--- config.mk ---
export PLATFORM = sky130hd
export DESIGN_NAME = multicycle_ctrl_flat
export DESIGN_NICKNAME = d
export VERILOG_FILES = /design/src/rtl/cpu_ctrl_pkg.sv /design/src/rtl/multicycle_ctrl_if.sv /design/src/rtl/alu_op_decode.sv /design/src/rtl/multicycle_ctrl.sv /design/src/flat_wrapper.sv
export SDC_FILE = /design/constraint.sdc
export NUM_CORES = 1
export LEC_CHECK = 0
export CORE_MARGIN = 8
export CORE_UTILIZATION = 40
export CTS_CLUSTER_DIAMETER = 50
export DETAILED_ROUTE_END_ITERATION = 12
export PLACE_DENSITY = 0.69
export SETUP_SLACK_MARGIN = 0.15
export SYNTH_ARGS = -nofsm -noshare
export SYNTH_HDL_FRONTEND = slang
export SYNTH_HIERARCHICAL = 1
export SYNTH_SLANG_ARGS = --single-unit
--- constraint.sdc ---
create_clock -name clk -period 3.9 [get_ports clk]
set_clock_uncertainty 0.05 [all_clocks]
set_input_delay 0.585 -clock clk [delete_from_list [all_inputs] [get_ports clk]]
set_output_delay 0.585 -clock clk [all_outputs]
set_load 0.05 [all_outputs]
--- src/rtl/cpu_ctrl_pkg.sv ---
// Shared encodings for the multicycle CPU control path: opcodes, functs,
// ALU commands, FSM states, mux selects and the bundled control word.
package cpu_ctrl_pkg;

  localparam logic [5:0] OP_RTYPE = 6'h00;
  localparam logic [5:0] OP_J     = 6'h02;
  localparam logic [5:0] OP_JAL   = 6'h03;
  localparam logic [5:0] OP_BEQ   = 6'h04;
  localparam logic [5:0] OP_BNE   = 6'h05;
  localparam logic [5:0] OP_ADDI  = 6'h08;
  localparam logic [5:0] OP_XORI  = 6'h0E;
  localparam logic [5:0] OP_LW    = 6'h23;
  localparam logic [5:0] OP_SW    = 6'h2B;

  localparam logic [5:0] FN_JR  = 6'h08;
  localparam logic [5:0] FN_ADD = 6'h20;
  localparam logic [5:0] FN_SUB = 6'h22;
  localparam logic [5:0] FN_SLT = 6'h2A;

  typedef enum logic [2:0] {
    ALU_ADD  = 3'd0,
    ALU_SUB  = 3'd1,
    ALU_XOR  = 3'd2,
    ALU_SLT  = 3'd3,
    ALU_AND  = 3'd4,
    ALU_NAND = 3'd5,
    ALU_NOR  = 3'd6,
    ALU_OR   = 3'd7
  } alu_op_e;

  typedef enum logic [2:0] {
    ST_FETCH  = 3'd0,
    ST_DECODE = 3'd1,
    ST_EXEC   = 3'd2,
    ST_MEM    = 3'd3,
    ST_WB     = 3'd4,
    ST_ERROR  = 3'd5
  } state_e;

  typedef enum logic [1:0] {
    DW_ALU = 2'd0,
    DW_PC  = 2'd1,
    DW_MEM = 2'd2
  } dw_sel_e;

  typedef enum logic [1:0] {
    AW_RT = 2'd0,
    AW_RD = 2'd1,
    AW_RA = 2'd2
  } aw_sel_e;

  typedef enum logic [1:0] {
    PC_PLUS4  = 2'd0,
    PC_BRANCH = 2'd1,
    PC_JUMP   = 2'd2,
    PC_REG    = 2'd3
  } pc_src_e;

  typedef struct packed {
    alu_op_e res_alu_op;
    dw_sel_e dw_sel;
    aw_sel_e aw_sel;
    logic    imm_sel;
    logic    mem_addr_sel;
    logic    reg_wr_en;
    logic    mem_wr_en;
    logic    ir_wr_en;
    logic    pc_wr_en;
    pc_src_e pc_src;
  } ctrl_t;

  function automatic logic is_legal(input logic [5:0] opcode, input logic [5:0] funct);
    case (opcode)
      OP_LW, OP_SW, OP_J, OP_JAL, OP_BEQ, OP_BNE, OP_XORI, OP_ADDI: return 1'b1;
      OP_RTYPE: return (funct == FN_ADD) || (funct == FN_SUB) ||
                       (funct == FN_SLT) || (funct == FN_JR);
      default: return 1'b0;
    endcase
  endfunction

endpackage

--- src/rtl/multicycle_ctrl_if.sv ---
// Controller <-> datapath bundle: IR fields and zero flag in, control lines out.
interface multicycle_ctrl_if #(
  parameter int RETIRE_W = 32
);

  logic [5:0]            opcode;
  logic [5:0]            funct;
  logic                  zeroFlag;
  cpu_ctrl_pkg::alu_op_e resAluOp;
  cpu_ctrl_pkg::dw_sel_e DwSel;
  cpu_ctrl_pkg::aw_sel_e AwSel;
  logic                  immSel;
  logic                  memAddrSel;
  logic                  regWrEn;
  logic                  memWrEn;
  logic                  irWrEn;
  logic                  pcWrEn;
  cpu_ctrl_pkg::pc_src_e pcSrc;
  logic                  err;
  logic [RETIRE_W-1:0]   retired;

  modport master (
    input  opcode, funct, zeroFlag,
    output resAluOp, DwSel, AwSel, immSel, memAddrSel, regWrEn, memWrEn,
           irWrEn, pcWrEn, pcSrc, err, retired
  );

  modport slave (
    output opcode, funct, zeroFlag,
    input  resAluOp, DwSel, AwSel, immSel, memAddrSel, regWrEn, memWrEn,
           irWrEn, pcWrEn, pcSrc, err, retired
  );

endinterface

--- src/rtl/alu_op_decode.sv ---
// Maps opcode/funct to the result-ALU command; shared by the EXEC and WB steps.
module alu_op_decode
  import cpu_ctrl_pkg::*;
(
  input  logic [5:0] opcode,
  input  logic [5:0] funct,
  output alu_op_e    alu_op
);

  always_comb begin
    alu_op = ALU_ADD;
    case (opcode)
      OP_XORI:        alu_op = ALU_XOR;
      OP_BEQ, OP_BNE: alu_op = ALU_SUB;
      OP_RTYPE: begin
        case (funct)
          FN_SUB:  alu_op = ALU_SUB;
          FN_SLT:  alu_op = ALU_SLT;
          default: alu_op = ALU_ADD;
        endcase
      end
      default:        alu_op = ALU_ADD;
    endcase
  end

endmodule

--- src/rtl/multicycle_ctrl.sv ---
// Multicycle control FSM for the shared single-port datapath:
// FETCH -> DECODE -> EXEC -> MEM -> WB, with a sticky ERROR trap.
module multicycle_ctrl
  import cpu_ctrl_pkg::*;
#(
  parameter int RETIRE_W = 32
) (
  input logic               clk,
  input logic               reset,
  multicycle_ctrl_if.master bus
);

  state_e              state_q, state_d;
  logic                err_q, err_d;
  logic [RETIRE_W-1:0] retired_q, retired_d;
  logic                retire;
  alu_op_e             dec_alu_op;
  ctrl_t               ctrl;

  wire is_rtype = (bus.opcode == OP_RTYPE);
  wire is_jr    = is_rtype && (bus.funct == FN_JR);

  alu_op_decode u_alu_op_decode (
    .opcode (bus.opcode),
    .funct  (bus.funct),
    .alu_op (dec_alu_op)
  );

  // NOTE: sequential state uses non-blocking assignments so every flop samples pre-edge values.
  always_ff @(posedge clk) begin
    if (reset) begin
      state_q   <= ST_FETCH;
      err_q     <= 1'b0;
      retired_q <= '0;
    end else begin
      state_q   <= state_d;
      err_q     <= err_d;
      retired_q <= retired_d;
    end
  end

  always_comb begin
    // NOTE: every comb output gets a default first so no path can infer a latch.
    state_d = state_q;
    case (state_q)
      ST_FETCH: state_d = ST_DECODE;
      ST_DECODE: begin
        if (!is_legal(bus.opcode, bus.funct)) state_d = ST_ERROR;
        else if (bus.opcode == OP_J)          state_d = ST_FETCH;
        else if (bus.opcode == OP_JAL)        state_d = ST_WB;
        else                                  state_d = ST_EXEC;
      end
      ST_EXEC: begin
        case (bus.opcode)
          OP_LW, OP_SW:   state_d = ST_MEM;
          OP_BEQ, OP_BNE: state_d = ST_FETCH;
          default:        state_d = is_jr ? ST_FETCH : ST_WB;
        endcase
      end
      ST_MEM:   state_d = (bus.opcode == OP_SW) ? ST_FETCH : ST_WB;
      ST_WB:    state_d = ST_FETCH;
      ST_ERROR: state_d = ST_ERROR;
      default:  state_d = ST_FETCH;
    endcase

    // The only way back into FETCH is completing a legal instruction.
    retire    = (state_q != ST_FETCH) && (state_d == ST_FETCH);
    retired_d = retired_q + RETIRE_W'(retire);
    err_d     = err_q | (state_d == ST_ERROR);
  end

  always_comb begin
    ctrl = '0;
    case (state_q)
      ST_FETCH: begin
        ctrl.mem_addr_sel = 1'b1;
        ctrl.ir_wr_en     = 1'b1;
        ctrl.pc_wr_en     = 1'b1;
        ctrl.pc_src       = PC_PLUS4;
      end
      ST_DECODE: begin
        if (bus.opcode == OP_J) begin
          ctrl.pc_wr_en = 1'b1;
          ctrl.pc_src   = PC_JUMP;
        end
      end
      ST_EXEC: begin
        ctrl.res_alu_op = dec_alu_op;
        case (bus.opcode)
          OP_LW, OP_SW, OP_ADDI, OP_XORI: ctrl.imm_sel = 1'b1;
          OP_BEQ: begin
            ctrl.pc_wr_en = bus.zeroFlag;
            ctrl.pc_src   = PC_BRANCH;
          end
          OP_BNE: begin
            ctrl.pc_wr_en = !bus.zeroFlag;
            ctrl.pc_src   = PC_BRANCH;
          end
          default: begin
            if (is_jr) begin
              ctrl.pc_wr_en = 1'b1;
              ctrl.pc_src   = PC_REG;
            end
          end
        endcase
      end
      ST_MEM: begin
        ctrl.imm_sel    = 1'b1;
        ctrl.res_alu_op = ALU_ADD;
        ctrl.mem_wr_en  = (bus.opcode == OP_SW);
      end
      ST_WB: begin
        ctrl.reg_wr_en  = 1'b1;
        ctrl.res_alu_op = dec_alu_op;
        case (bus.opcode)
          OP_LW: begin
            ctrl.dw_sel = DW_MEM;
            ctrl.aw_sel = AW_RT;
          end
          OP_ADDI, OP_XORI: begin
            ctrl.dw_sel  = DW_ALU;
            ctrl.aw_sel  = AW_RT;
            ctrl.imm_sel = 1'b1;
          end
          OP_JAL: begin
            // Link is pc+4 from the PC ALU since FETCH already advanced the PC.
            ctrl.dw_sel   = DW_PC;
            ctrl.aw_sel   = AW_RA;
            ctrl.pc_wr_en = 1'b1;
            ctrl.pc_src   = PC_JUMP;
          end
          default: begin
            ctrl.dw_sel = DW_ALU;
            ctrl.aw_sel = AW_RD;
          end
        endcase
      end
      default: ctrl = '0;
    endcase

    if (reset) begin
      ctrl.reg_wr_en = 1'b0;
      ctrl.mem_wr_en = 1'b0;
      ctrl.ir_wr_en  = 1'b0;
      ctrl.pc_wr_en  = 1'b0;
    end
  end

  assign bus.resAluOp   = ctrl.res_alu_op;
  assign bus.DwSel      = ctrl.dw_sel;
  assign bus.AwSel      = ctrl.aw_sel;
  assign bus.immSel     = ctrl.imm_sel;
  assign bus.memAddrSel = ctrl.mem_addr_sel;
  assign bus.regWrEn    = ctrl.reg_wr_en;
  assign bus.memWrEn    = ctrl.mem_wr_en;
  assign bus.irWrEn     = ctrl.ir_wr_en;
  assign bus.pcWrEn     = ctrl.pc_wr_en;
  assign bus.pcSrc      = ctrl.pc_src;
  assign bus.err        = err_q;
  assign bus.retired    = retired_q;

endmodule

--- src/flat_wrapper.sv ---
// flat-port wrapper written by rule: the top's interface ports become plain ports
module multicycle_ctrl_flat import cpu_ctrl_pkg::*;
#(
  parameter int RETIRE_W = 32
)
  (clk, reset, bus_opcode, bus_funct, bus_zeroFlag, bus_resAluOp, bus_DwSel, bus_AwSel, bus_immSel, bus_memAddrSel, bus_regWrEn, bus_memWrEn, bus_irWrEn, bus_pcWrEn, bus_pcSrc, bus_err, bus_retired);
  multicycle_ctrl_if #(.RETIRE_W(RETIRE_W)) bus_i ();
  input logic clk;
  input logic reset;
  input wire logic [$bits(bus_i.opcode)-1:0] bus_opcode;
  input wire logic [$bits(bus_i.funct)-1:0] bus_funct;
  input wire logic [$bits(bus_i.zeroFlag)-1:0] bus_zeroFlag;
  output wire logic [$bits(bus_i.resAluOp)-1:0] bus_resAluOp;
  output wire logic [$bits(bus_i.DwSel)-1:0] bus_DwSel;
  output wire logic [$bits(bus_i.AwSel)-1:0] bus_AwSel;
  output wire logic [$bits(bus_i.immSel)-1:0] bus_immSel;
  output wire logic [$bits(bus_i.memAddrSel)-1:0] bus_memAddrSel;
  output wire logic [$bits(bus_i.regWrEn)-1:0] bus_regWrEn;
  output wire logic [$bits(bus_i.memWrEn)-1:0] bus_memWrEn;
  output wire logic [$bits(bus_i.irWrEn)-1:0] bus_irWrEn;
  output wire logic [$bits(bus_i.pcWrEn)-1:0] bus_pcWrEn;
  output wire logic [$bits(bus_i.pcSrc)-1:0] bus_pcSrc;
  output wire logic [$bits(bus_i.err)-1:0] bus_err;
  output wire logic [$bits(bus_i.retired)-1:0] bus_retired;
  assign bus_i.opcode = bus_opcode;
  assign bus_i.funct = bus_funct;
  assign bus_i.zeroFlag = bus_zeroFlag;
  assign bus_resAluOp = bus_i.resAluOp;
  assign bus_DwSel = bus_i.DwSel;
  assign bus_AwSel = bus_i.AwSel;
  assign bus_immSel = bus_i.immSel;
  assign bus_memAddrSel = bus_i.memAddrSel;
  assign bus_regWrEn = bus_i.regWrEn;
  assign bus_memWrEn = bus_i.memWrEn;
  assign bus_irWrEn = bus_i.irWrEn;
  assign bus_pcWrEn = bus_i.pcWrEn;
  assign bus_pcSrc = bus_i.pcSrc;
  assign bus_err = bus_i.err;
  assign bus_retired = bus_i.retired;
  multicycle_ctrl #(.RETIRE_W(RETIRE_W)) u_core (.clk(clk), .reset(reset), .bus(bus_i));
endmodule
# ---- Yosys cells after proc, flatten, opt, wreduce, memory -nomap -nowiden
# Index checks and enable logic that the tools add are counted.
dict set report word_totals {
  reg_bits 36
  output_inout_bits 48
}
dict set report op_classes {
  addsub 1
  n_eq_ne 18
  mux 26
  bitwise_logic 1
  reduce_logical 16
}
# operator count
set ops {}
lappend ops {{adder 32 x 1 -> 32 bit} 1}
lappend ops {{== test 6 bit (second input constant)} 5}
lappend ops {{two-way mux 3 bit} 8}
lappend ops {{== test 6 x 4 -> 1 bit (second input constant)} 3}
lappend ops {{one-hot mux 3 bit (5 select lines)} 1}
lappend ops {{== test 6 x 2 -> 1 bit (second input constant)} 2}
lappend ops {{== test 6 x 3 -> 1 bit (second input constant)} 2}
lappend ops {{one-hot mux 3 bit (4 select lines)} 1}
lappend ops {{one-hot mux 4 bit (3 select lines)} 1}
lappend ops {{== test 3 bit (second input constant)} 3}
lappend ops {{one-hot mux 3 bit (3 select lines)} 1}
lappend ops {{two-way mux 4 bit} 2}
lappend ops {{OR reduction 2 bit} 4}
lappend ops {{OR reduction 8 bit} 1}
lappend ops {{== test 3 x 2 -> 1 bit (second input constant)} 2}
lappend ops {{zero test 3 bit} 2}
lappend ops {{zero test 6 bit} 1}
lappend ops {{two-way mux 1 bit} 6}
lappend ops {{one-hot mux 2 bit (3 select lines)} 1}
lappend ops {{one-hot mux 3 bit (2 select lines)} 1}
lappend ops {{one-hot mux 2 bit (2 select lines)} 1}
lappend ops {{OR reduction 4 bit} 1}
lappend ops {{== test 3 x 1 -> 1 bit (second input constant)} 1}
lappend ops {{logical OR 1 bit} 3}
lappend ops {{other kinds (7)} 8}

# ---- Depth between registers and ports, before layout
dict set report logic_depth {
  word_depth 11
  ltp_mapped 13
  depth_no_buf 12
}

# ---- Modules after synthesis
# Netlist, hierarchy kept.
# mod instances cells_each area_per_inst_um2 seq_area_each_um2
set modules_own_cells {}
lappend modules_own_cells {multicycle_ctrl 1 254 2053.2 720.7}
lappend modules_own_cells {alu_op_decode 1 13 76.3 0.0}

# ---- Worst setup path before layout
# Ideal clock, no wire load.
dict set report synth_path {
  path_kind {input to output}
  startpoint {in bus_opcode[4]}
  endpoint {out bus_pcWrEn}
  t_arrival_ns 3.468
  required_time_ns 3.265
  slack_ns -0.203
  stages 4
  path_cell_list {nand4bb_1 -> nor4_1 -> o21bai_1 -> a21oi_1}
}
dict set report synth_between {
  elab_chain_cells 6
  word_cells_on_any_way 17
  cone_classes {eq/ne (8); mux (6); reduce/logical (3)}
}
# item line
set synth_lines {}
lappend synth_lines {{start: declaration} flat_wrapper.sv:10} ;# input wire logic [$bits(bus_i.opcode)-1:0] bus_opcode;
lappend synth_lines {{zero test 6 bit} multicycle_ctrl.sv:20} ;# wire is_rtype = (bus.opcode == OP_RTYPE);
lappend synth_lines {{logical AND 1 bit} multicycle_ctrl.sv:21} ;# wire is_jr = is_rtype && (bus.funct == FN_JR);
lappend synth_lines {{two-way mux 3 bit} multicycle_ctrl.sv:100} ;# if (is_jr) begin
lappend synth_lines {{one-hot mux 3 bit (3 select lines)} multicycle_ctrl.sv:89} ;# case (bus.opcode)
lappend synth_lines {{one-hot mux 3 bit (4 select lines) *} multicycle_ctrl.sv:74} ;# case (state_q)
lappend synth_lines {{two-way mux 4 bit *} multicycle_ctrl.sv:141} ;# if (reset) begin
lappend synth_lines {{end: declaration} flat_wrapper.sv:21} ;# output wire logic [$bits(bus_i.pcWrEn)-1:0] bus_pcWrEn;
# Mark *: on every way between the ends. The rest lies on a longest branch, timed or not.

# ---- Worst setup path after layout
dict set report layout_path {
  startpoint {in bus_opcode[2]}
  endpoint {reg u_core.retired_q[24], in the netlist u_core/bus.retired[24]}
}
dict set report layout_between {
  elab_chain_cells 9
  word_cells_on_any_way 25
  cone_classes {add/sub (1); eq/ne (8); mux (9); reduce/logical (7)}
}
# item line
set layout_lines {}
lappend layout_lines {{== test 6 x 3 -> 1 bit, or another cell as far along} {cpu_ctrl_pkg.sv:73, multicycle_ctrl.sv:54}}
lappend layout_lines {{OR reduction 8 bit} cpu_ctrl_pkg.sv:73} ;# case (opcode)
lappend layout_lines {{one-hot mux 1 bit (2 select lines)} cpu_ctrl_pkg.sv:73}
lappend layout_lines {{two-way mux 1 bit} multicycle_ctrl.sv:45} ;# case (state_q)
lappend layout_lines {{two-way mux 3 bit} multicycle_ctrl.sv:48} ;# if (!is_legal(bus.opcode, bus.funct)) state_d = ST_ERROR;
lappend layout_lines {{one-hot mux 3 bit (5 select lines) *} multicycle_ctrl.sv:45}
lappend layout_lines {{zero test 3 bit *} multicycle_ctrl.sv:67} ;# retire = (state_q != ST_FETCH) && (state_d == ST_FETCH);
lappend layout_lines {{logical AND 1 bit *} multicycle_ctrl.sv:67}
lappend layout_lines {{adder 32 x 1 -> 32 bit *} multicycle_ctrl.sv:68} ;# retired_d = retired_q + RETIRE_W'(retire);
lappend layout_lines {{end signal: assignment} multicycle_ctrl.sv:38} ;# retired_q <= retired_d;
lappend layout_lines {{end: declaration} multicycle_ctrl.sv:15} ;# logic [RETIRE_W-1:0] retired_q, retired_d;
# Mark *: on every way between the ends. The rest lies on a longest branch, timed or not. The select of a mux whose other input is x is not followed.
# A chain may end at the register's enable or synchronous reset.

==> results.md <==
* Sequential share of the synthesized area at 33.8%
* H-tree Lvls at 2
* Tcrit/Tclk final at 91.0%
* Antenna violations before repair at 0
* CTS tree: done
* Setup Buffers After CTS at 0
* Number of nets in the layout at 359
* First-pass GRT wire length at 9.38 mm
* CTS Buffer Depth at 2
* Mapped Area at 0.00213 mm2
* Worst setup path class: primary input to flop
* Global route overflow at 0
* Routability cong. at 0.816
* Largest area contributor in the netlist: dfxtp_1
* Ys flop type: dfxtp_1
* Cell Rows at 26
* Post-DR vias/cell at 5.07
* Max-slew violation count at 0
* Final wirelength at 5.73 mm
* Synth cell count leaders: 36 x dfxtp_1, 36 x nor2_1, 26 x nand2_1
* WL per Instance at 13.9 um
* Drt pass-1 iters at 4
* Inserted Clock Buffers at 5
* Area share of the largest cell type after synthesis at 33.8%
* Vias in the first global route at 1,965
* Hold Path Class: flop to flop
* Die height at 89.0 um
* Initial core utilization at 41.4%
* Combinational power share at 23.3%
* Placed Cells at 405
* Max VDD drop at 0.000200 V
* Synth warn at 6
* Share of power burned in the clock network at 31.6%
* CP arrival at 3.68 ns
* Layout cells sized above 1 at 15.7%
* Worst slew margin at 59.0%
* #FFs+latches synth at 36
* DR iter-0 viols at 85
* Synth Instances at 267
* Width of the die at 89.0 um
* Dpl hpwl at 4.27 mm
* Max incr delay on CP at 0.51 ns
* Status: finished, final reports clean
* Top Family by Delay on Critical Path: simple AND/OR/NAND/NOR gates
* Yosys cell types at 54
* Sw Ratio at 31.2%
* Max Cap Viol at 0
* Number of flops mapped to enable cells by yosys at 0
* Synth area leaders: dfxtp_1 34%, xor2_1 7.4%, nor2_1 6.3%
* Clock Latency Late Sink at 0.29 ns
* Final number of setup-violating endpoints at 0
* Sequential share of power at 45.1%
* RSZ-0062 raised after global routing: false
* Via count at 2,092
* Aggregate global-route resource usage at 14.9%
* Clock sinks at 36
* Worst-path fanout max at 6
* Fmax at 0.282 GHz
* Pin count of the biggest net entering global routing at 48
* Clock root cell: clkbuf_8
* Ys async rst share at 0%
* Layout overhead on the synthesized area at 43.5%
* Die area at 0.00791 mm2
* Worst path cell trace: clkdlybuf4s50_1 > nor4_2 > nand3_1 > o211a_1 > a211oi_2 > nor4b_4 > ha_2 > ha_1 > inv_1 > nor3_4 > nand3_2 > nor2_1 > mux2_2
* Reg clk slew, reported paths at 0.08 ns
* Fin. Hold Viols at 0
* I/O pin count at 63
* Avg Inst Size Synth at 7.98 um2
* Antenna diodes at 0
* LEAKAGE at 0.00112 uW
* Fillers at 500
* Slowest stage cell, crit path: clkdlybuf4s50_1
* Critical Path Sink Type: flop
* Final Critical Period at 3.55 ns
* Power Density at 288 mW/mm2
* IO buf count at 61
* Critical Path Source Type: primary input
* Crit path buf inv count at 2
* Setup TNS at 0 ns
* Final cell count without fillers at 413
* Req. time, crit path at 4.03 ns
* Syn_nets at 284
* Post-DRT Antenna Nets at 0
* CORE AREA at 0.00514 mm2
* Internal Pwr Total at 605 uW
* Residual DRC at 0
* Actual slew at the worst max-slew pin at 0.609 ns
* Sw power at 274 uW
[worst reg2reg max path: stages, from the launching register on]
cell and delay (ns):
dfxtp_1 0.59, nand2b_1 0.32, nor2_1 0.13, and4_1 0.25
a211oi_2 0.20, nor4b_4 0.23, ha_2 0.23, ha_1 0.16
inv_1 0.08, nor3_4 0.21, nand3_2 0.13, nor2_1 0.14
mux2_2 0.34
[logic make-up (layout without fill, tap and decap cells)]
family / Yosys count / after routing / share of synthesized area [%]
AND/OR/NAND/NOR: 146 / 146 / 38.8
flip-flops: 36 / 36 / 33.8
AO/OA/AOI/OAI: 35 / 35 / 10.8
XOR/XNOR: 23 / 23 / 9.46
buffers and inverters: 21 / 97 / 4.23
multiplexers: 3 / 3 / 1.59
adder cells (fa/ha/maj): 2 / 2 / 1.17
other: 1 / 1 / 0.176
[power by group through the flow]
stage / clock network [uW] / logic [uW] / registers (uW)
2_1_floorplan: 0 / 110 / 417
3_3_place_gp: 0 / 197 / 405
3_5_place_dp: 0 / 197 / 405
4_1_cts: 283 / 198 / 396
5_1_grt: 310 / 222 / 400
6_report: 278 / 205 / 397
[state kept, by name, indices dropped and copies added, names as in the netlist]
register / count
u_core/bus.retired: 32
u_core/state_q: 3
u_core/bus.err: 1
[metrics by stage]
step	hold WS, ns	total power [uW]	area [um2]	setup slack (ns)	utilization (%)
final	0.445	880	3060	0.351	59.5
after global routing	0.468	932	3060	0.137	59.5
after CTS	0.447	877	3020	0.265	58.7
after detailed placement	0.437	601	2920	0.0118	56.9
after global placement	0.439	602	2920	0.114	56.9
after floorplan	0.540	527	2140	0.236	-
[per-layer routing]
| layer | share of wire, % | vias up | wire, um | GRT usage [%] |
|---|---|---|---|---|
| met5 | 0 | - | 0 | 0 |
| met4 | 0.70 | 0 | 40 | 4.53 |
| met2 | 47 | 64 | 2680 | 23.7 |
| met3 | 6.4 | 2 | 364 | 4.78 |
| li1 | - | 1089 | - | - |
| met1 | 46 | 937 | 2650 | 18.7 |
[cells in the final DEF (no fill, tap or decap), types with 2 or more instances in the layout]
cell             count
o22ai_1              2
nand3b_1             2
clkdlybuf4s50_1     56
inv_1                9
a211oi_1             2
xor2_1              18
nand2_1             25
and3_1               2
mux2_2               3
nand3_2              3
nor4_1               5
nor2_1              36
clkbuf_8             6
o21ai_1              2
nand2b_1             3
nor2b_1             10
nor3_4               2
nor3_1               6
xnor2_1              5
and2_1               4
o21ai_0             10
a21oi_1              7
dfxtp_1             36
nand4_1              7
or4_1                5
or3_1                2
nor4_2               3
nand3_1             18
buf_4               22
[layout make-up]
| cell class | count | area (um2) | area share (%) |
|---|---|---|---|
| clock buffers | 7 | 86.3 | 2.82 |
| inverters | 9 | 33.8 | 1.11 |
| repair buffers | 80 | 758 | 24.8 |
| multi-input cells | 210 | 1360 | 44.6 |
| well taps | 70 | 87.6 | 2.87 |
| clock inverters | 1 | 7.51 | 0.246 |
| flip-flops and latches | 36 | 721 | 23.6 |
[path summary, 6_finish.rpt]
kind                                     start                                 to  slack [ns]  cells after the start
setup / recovery                 bus_opcode[2]  u_core/bus.retired[24]$_SDFF_PP0_        0.35                     13
hold / removal       u_core/bus.err$_SDFF_PP0_          u_core/bus.err$_SDFF_PP0_        0.44                      2
hold reg to reg      u_core/bus.err$_SDFF_PP0_          u_core/bus.err$_SDFF_PP0_        0.44                      2
setup reg to reg  u_core/state_q[2]$_SDFF_PP0_  u_core/bus.retired[24]$_SDFF_PP0_        0.74                     12
[what timing repair did]
item / CTS / global route
hold buffers: 0 / 0
endpoints found under the setup margin: 0 / 11
gates resized for setup: 0 / 8
Note: power is estimated with default switching activity, not from simulation.
